<file path="src/rtl/wb_mem_arbiter.sv">
// Two-master / one-slave Wishbone arbiter sharing the physical-memory link
// between the instruction-cache (I) and data-cache (D) ports. Round-robin on
// ties, grant held for the whole bus cycle, watchdog on an unresponsive slave.
//
// state | meaning
// ------+----------------------------------------------
// IDLE  | no grant; m_* driven to zero
// GNT_I | I-master owns the bus until i_cyc falls
// GNT_D | D-master owns the bus until d_cyc falls
module wb_mem_arbiter #(
  parameter int ADDR_WIDTH = 28,
  parameter int DATA_WIDTH = 128,
  parameter int SEL_WIDTH  = 16,
  parameter int TIMEOUT    = 1024
) (
  input  logic                  Clk,
  input  logic                  rst_n,
  input  logic                  i_cyc,
  input  logic                  i_stb,
  input  logic                  i_we,
  input  logic [ADDR_WIDTH-1:0] i_adr,
  input  logic [DATA_WIDTH-1:0] i_dat_m,
  input  logic [SEL_WIDTH-1:0]  i_sel,
  output logic                  i_ack,
  output logic                  i_rty,
  output logic [DATA_WIDTH-1:0] i_dat_s,
  input  logic                  d_cyc,
  input  logic                  d_stb,
  input  logic                  d_we,
  input  logic [ADDR_WIDTH-1:0] d_adr,
  input  logic [DATA_WIDTH-1:0] d_dat_m,
  input  logic [SEL_WIDTH-1:0]  d_sel,
  output logic                  d_ack,
  output logic                  d_rty,
  output logic [DATA_WIDTH-1:0] d_dat_s,
  output logic                  m_cyc,
  output logic                  m_stb,
  output logic                  m_we,
  output logic [ADDR_WIDTH-1:0] m_adr,
  output logic [DATA_WIDTH-1:0] m_dat_m,
  output logic [SEL_WIDTH-1:0]  m_sel,
  input  logic                  m_ack,
  input  logic                  m_rty,
  input  logic [DATA_WIDTH-1:0] m_dat_s,
  output logic                  timeout,
  output logic                  busy
);

  typedef enum logic [1:0] {
    IDLE  = 2'd0,
    GNT_I = 2'd1,
    GNT_D = 2'd2
  } state_e;

  // last_q remembers who was granted most recently; the other port wins a tie
  localparam logic LAST_I = 1'b0;
  localparam logic LAST_D = 1'b1;

  // Counter is one bit wider than needed for TIMEOUT-1 so it can park at
  // TIMEOUT after the pulse and never re-trigger until cleared.
  localparam int WDOG_W = $clog2(TIMEOUT + 1);
  localparam logic [WDOG_W-1:0] WDOG_MAX  = WDOG_W'(TIMEOUT);
  localparam logic [WDOG_W-1:0] WDOG_LAST = WDOG_W'(TIMEOUT - 1);
  localparam logic [WDOG_W-1:0] WDOG_ONE  = WDOG_W'(1);

  state_e            state_q, state_d;
  logic              last_q, last_d;
  logic [WDOG_W-1:0] wdog_q, wdog_d;
  logic              timeout_q, timeout_d;

  // State, round-robin pointer and watchdog registers
  always_ff @(posedge Clk or negedge rst_n) begin
    if (!rst_n) begin
      state_q   <= IDLE;
      last_q    <= LAST_D;
      wdog_q    <= '0;
      timeout_q <= 1'b0;
    end else begin
      state_q   <= state_d;
      last_q    <= last_d;
      wdog_q    <= wdog_d;
      timeout_q <= timeout_d;
    end
  end

  // Grant decision: only IDLE arbitrates, a grant lasts until its cyc falls
  always_comb begin
    state_d = state_q;
    last_d  = last_q;
    unique case (state_q)
      IDLE: begin
        if (i_cyc && (!d_cyc || (last_q == LAST_D))) begin
          state_d = GNT_I;
          last_d  = LAST_I;
        end else if (d_cyc) begin
          state_d = GNT_D;
          last_d  = LAST_D;
        end
      end
      GNT_I:   if (!i_cyc) state_d = IDLE;
      GNT_D:   if (!d_cyc) state_d = IDLE;
      default: state_d = IDLE;
    endcase
  end

  // Bus routing from the registered grant; no added latency on ack/rty
  always_comb begin
    m_cyc   = 1'b0;
    m_stb   = 1'b0;
    m_we    = 1'b0;
    m_adr   = '0;
    m_dat_m = '0;
    m_sel   = '0;
    i_ack   = 1'b0;
    i_rty   = 1'b0;
    d_ack   = 1'b0;
    d_rty   = 1'b0;
    unique case (state_q)
      GNT_I: begin
        m_cyc   = i_cyc;
        m_stb   = i_stb;
        m_we    = i_we;
        m_adr   = i_adr;
        m_dat_m = i_dat_m;
        m_sel   = i_sel;
        i_ack   = m_ack;
        i_rty   = m_rty;
      end
      GNT_D: begin
        m_cyc   = d_cyc;
        m_stb   = d_stb;
        m_we    = d_we;
        m_adr   = d_adr;
        m_dat_m = d_dat_m;
        m_sel   = d_sel;
        d_ack   = m_ack;
        d_rty   = m_rty;
      end
      default: ;
    endcase
  end

  // Watchdog: count stalled strobe cycles, pulse once, then saturate
  always_comb begin
    wdog_d    = wdog_q;
    timeout_d = 1'b0;
    if ((state_q == IDLE) || m_ack || m_rty) begin
      wdog_d = '0;
    end else if (m_stb) begin
      if (wdog_q == WDOG_LAST) timeout_d = 1'b1;
      if (wdog_q < WDOG_MAX)   wdog_d = wdog_q + WDOG_ONE;
    end
  end

  // Read data is broadcast; only the granted master's ack qualifies it
  assign i_dat_s = m_dat_s;
  assign d_dat_s = m_dat_s;
  assign timeout = timeout_q;
  assign busy    = (state_q != IDLE);

endmodule

</file>
<file path="config.mk">
export PLATFORM = sky130hd
export DESIGN_NAME = wb_mem_arbiter
export DESIGN_NICKNAME = d
export VERILOG_FILES = /design/src/rtl/wb_mem_arbiter.sv
export SDC_FILE = /design/constraint.sdc
export NUM_CORES = 1
export LEC_CHECK = 0
export ABC_AREA = 1
export CAP_MARGIN = 20
export CORE_AREA = 2 2 354 356
export DETAILED_ROUTE_END_ITERATION = 8
export DIE_AREA = 0 0 356 358
export GPL_ROUTABILITY_DRIVEN = 0
export SETUP_SLACK_MARGIN = 0.15
export SLEW_MARGIN = 10
export SYNTH_ARGS = -nofsm -noshare
export SYNTH_HDL_FRONTEND = slang
export SYNTH_SLANG_ARGS = --single-unit
export TNS_END_PERCENT = 30
</file>
<file path="constraint.sdc">
create_clock -name Clk -period 3.3 [get_ports Clk]
set_input_delay 0.99 -clock Clk [delete_from_list [all_inputs] [get_ports Clk]]
set_output_delay 0.99 -clock Clk [all_outputs]
set_load 0.005 [all_outputs]
</file>
; Word level (Yosys, flattened, before mapping)
; Cells that the tools add are included.
[totals]
ff_bits = 15
latch_bits = 0
ram_bits = 0
mem_bits_ro = 0
in_bits = 482
wordCells = 48
n_memories = 0
[op_classes]
n_addsub = 1
n_mul = 0
div_mod_pow = 0
magnitude_cmp = 1
eq_ne = 6
shifts = 0
n_mux = 23
bitwise_logic = 0
n_reduce_logical = 13
[ops]
columns = operator, n
row1 = $pmux 128 s2, 1
row2 = $pmux 28 s2, 1
row3 = $mux 11, 3
row4 = $pmux 16 s2, 1
row5 = $add 11x1->11 const B, 1
row6 = $eq 11x10->1 const B, 1
row7 = $lt 11x11->1 const B, 1
row8 = $mux 1, 9
row9 = $mux 2, 4
row10 = $reduce_bool 2->1, 4
row11 = $pmux 1 s2, 3
row12 = $pmux 2 s3, 1
row13 = $ne 2x2->1 const B, 2
row14 = $reduce_and 2->1, 2
row15 = $logic_or 1x1->1, 3
row16 = $ne 3x3->1 const B, 1
row17 = $reduce_and 3->1, 1
row18 = $eq 2x1->1 const B, 1
row19 = $eq 2x2->1 const B, 1
row20 = $logic_not 2->1, 1
row21 = $logic_and 1x1->1, 1
row22 = $logic_not 1->1, 1

; Logic depth before layout (Yosys ltp)
[logic_depth]
depth_word = 5
mapped_depth = 10

; Worst setup path before layout
; No wires, ideal clock.
[synth_path]
kind = input-to-output
startpoint = input port i_cyc
endpoint = output port m_cyc
arrival_ps = 1381
setup_slack_ps = 929
cell_stages = 4
cell_sequence = inv_1 > o22ai_1 > inv_1 > nor2_1
[synth_via]
elab_chain_cells = 1
[synth_rtl]
columns = item, line_no
row1 = start: declaration, 18  ; input logic i_cyc,
row2 = $pmux 1 s2, 118  ; unique case (state_q)
row3 = end: declaration, 36  ; output logic m_cyc,
; Every way passes these cells.

; Worst setup path in the final report
[layout_path]
startpoint = input port d_dat_m[120]
endpoint = output port m_dat_m[120]
[layout_via]
elab_chain_cells = 1
[layout_rtl]
columns = item, line_no
row1 = start: declaration, 31  ; input logic [DATA_WIDTH-1:0] d_dat_m,
row2 = $pmux 128 s2, 118
row3 = end: declaration, 40  ; output logic [DATA_WIDTH-1:0] m_dat_m,
; Every way passes these cells.

==> impl_metrics.json <==
{
  "outcome": "complete, no violations",
  "synth_warnings": 0,
  "dpl.hpwl_um": 73700,
  "utilization": 0.0971,
  "wl_per_cell_um": 27.6,
  "fin_area_um2": 12000,
  "syn_avg_cell_area_um2": 5.52,
  "synth_area_um2": 5320,
  "dp.cells": 2863,
  "worst_hold_slack_ns": 0.501,
  "die_w_um": 356,
  "htree_num_levels": 1,
  "post-route-period-util": 0.963,
  "finalHoldViolCount": 0,
  "slew-limit-headroom": 0.479,
  "worstReg2RegStart": "state_q[1]",
  "cp-start-kind": "primary input",
  "endpoint_kind": "output port",
  "stdcell_count": 2888,
  "fp.dieH_um": 358,
  "path_max_fanout": 1,
  "synth_cells": 964,
  "grt_max_degree": 55,
  "syn2layout_area_growth_pct": 125,
  "max_freq_mhz": 315,
  "setup_viol_count_final": 0,
  "clk_pin_slew_ns": 0.05,
  "synth_fp_nets": 1450,
  "irDropWorstVdd_uv": 417,
  "finalClockSkew_ns": 0.00154,
  "placed_cell_area_um2": 11600,
  "track_usage": 0.117,
  "ff2ff_path_depth": 12,
  "arrival_ns": 2.19,
  "grt_pass1_wl_um": 92100,
  "max-cap-violations": 0,
  "firstDrtPassIters": 5,
  "cts_hold_buf": 0,
  "rsz0062_at_grt": "true",
  "slew_viol_final": 0,
  "worstMarginPinSlew_ns": 0.778,
  "p_leak_nw": 4.21,
  "drcViolationCount": 0,
  "cp-startpoint": "d_dat_m[120]",
  "power_density_nw_per_um2": 651,
  "ys_ff_latch": 15,
  "clock-sinks": 15,
  "dieArea_um2": 127000,
  "grt_overflow": 0,
  "synth_cell_type_count": 22,
  "portBuffers": 534,
  "clk_path_buf_depth": 2,
  "path_class": "primary input to output port",
  "fin_nets": 1729,
  "fin_crit_ns": 3.18,
  "cp.required_ns": 2.31,
  "totalWireLength_um": 79700,
  "vias": 7432,
  "ant_nets": 0,
  "drive_above_1_share": 0.159,
  "numCtsBuffers": 3,
  "r2r_slack_ns": 1.37,
  "row_count": 129,
  "grt_antenna_before_repair": 31,
  "vias_per_cell": 2.57,
  "critPathCapture": "m_dat_m[120]",
  "core_um2": 123000,
  "hold_path_class": "flop to flop",
  "r2r-end": "wdog_q[2]",
  "drt_first_iter_violations": 441,
  "grt_pass1_vias": 7137,
  "clk_latency_ns": 0.25,
  "cts_root_buffer": "clkbuf_16",
  "start_util": 0.0432,
  "ys_seq_area_frac": 0.0708,
  "cts_tree": "built",
  "ioPinCount": 919
}
## final cells by class
cell class | count | area (um2)
Antenna cell | 9 | 22.5
Fill cell | 14409 | 111000
Tap cell | 1637 | 2050
Sequential cell | 15 | 377
Inverter | 26 | 110
Clock buffer | 4 | 78.8
Timing Repair Buffer | 590 | 6520
Multi-Input combinational cell | 607 | 2820
## cells by family after synthesis
kind of cell,Yosys count,synth area share
AOI/OAI and AO/OA,185,0.176
xor gates and xnor gates,1,0.00165
adders and majority gates,4,0.00940
buffers and inverters,342,0.437
DFF,15,0.0708
and+or+nand+nor,417,0.305
## critical path, cell delays in order
cell and delay [ns]:
clkdlybuf4s50_1 0.46, nand2_1 0.10, a21oi_4 0.33, dlygate4sd2_1 0.30
## cell usage after synthesis (all sizes together)
| cell | instances | area (um2) |
|---|---|---|
| o22ai | 1 | 6.26 |
| dfstp | 1 | 26.3 |
| o21ai | 4 | 20.0 |
| clkbuf | 4 | 15.0 |
| nand3 | 10 | 67.6 |
| inv | 26 | 97.6 |
| dfrtp | 14 | 350 |
| xnor2 | 1 | 8.76 |
| a21oi | 179 | 896 |
| nor2 | 14 | 52.6 |
| buf | 312 | 2210 |
| nor3 | 2 | 20.0 |
| nand2 | 386 | 1450 |
| nand4 | 5 | 31.3 |
| ha | 4 | 50.1 |
| o31ai | 1 | 12.5 |
## timing repair
action	4_1_cts	5_1_grt
pin swaps	6	2
cloned	0	1
buffers inserted	7	4
resized for setup	135	20
setup endpoints to repair	119	48
## power breakdown
group	internal, mW	switching [mW]
Clock	0.164	0.0754
Sequential	0.207	0.00883
Combinational	3.10	4.24
## flip-flops by register name, summed over array words and instances, names as in the netlist
| register | count |
|---|---|
| last_q | 1 |
| state_q | 2 |
| timeout | 1 |
| wdog_q | 11 |
## per-layer routing
metal | routed length [um] | up-vias | global-route usage
met5 | 161 | - | 0
met4 | 877 | 24 | 0.0111
met3 | 14300 | 63 | 0.0899
met2 | 34000 | 722 | 0.180
met1 | 30300 | 3287 | 0.132
li1 | - | 3336 | -
## worst min path at each step
stage	startpoint	end	depth (start not counted)
floorplan	state_q[0]	state_q[0]	2
global placement	last_q	last_q	2
detailed placement	last_q	last_q	2
CTS	last_q	last_q	2
global route	last_q	last_q	2
finish	last_q	last_q	2
## layout by cell type (no fill, tap or decap), drive strengths merged, types with 2 or more instances in the layout
cell,n
nand3,10
nand2,386
dlygate4sd2,77
dfrtp,14
nor2,14
nor3,2
clkdlybuf4s15,5
o21ai,4
a21oi,179
diode,9
buf,143
inv,26
clkbuf,5
clkdlybuf4s50,359
nand4,5
dlymetal6s2s,5
ha,4
## stage by stage
stage	worst slack, ns	total power [mW]	setup TNS, ns
4_1_cts	0.0975	7.98	0
5_1_grt	0.0899	8.36	0
3_3_place_gp	-0.641	7.61	-4.54
2_1_floorplan	0.929	2.57	0
3_5_place_dp	-0.646	7.62	-4.34
6_report	0.122	7.79	0
(Power assumes the default switching activity.)
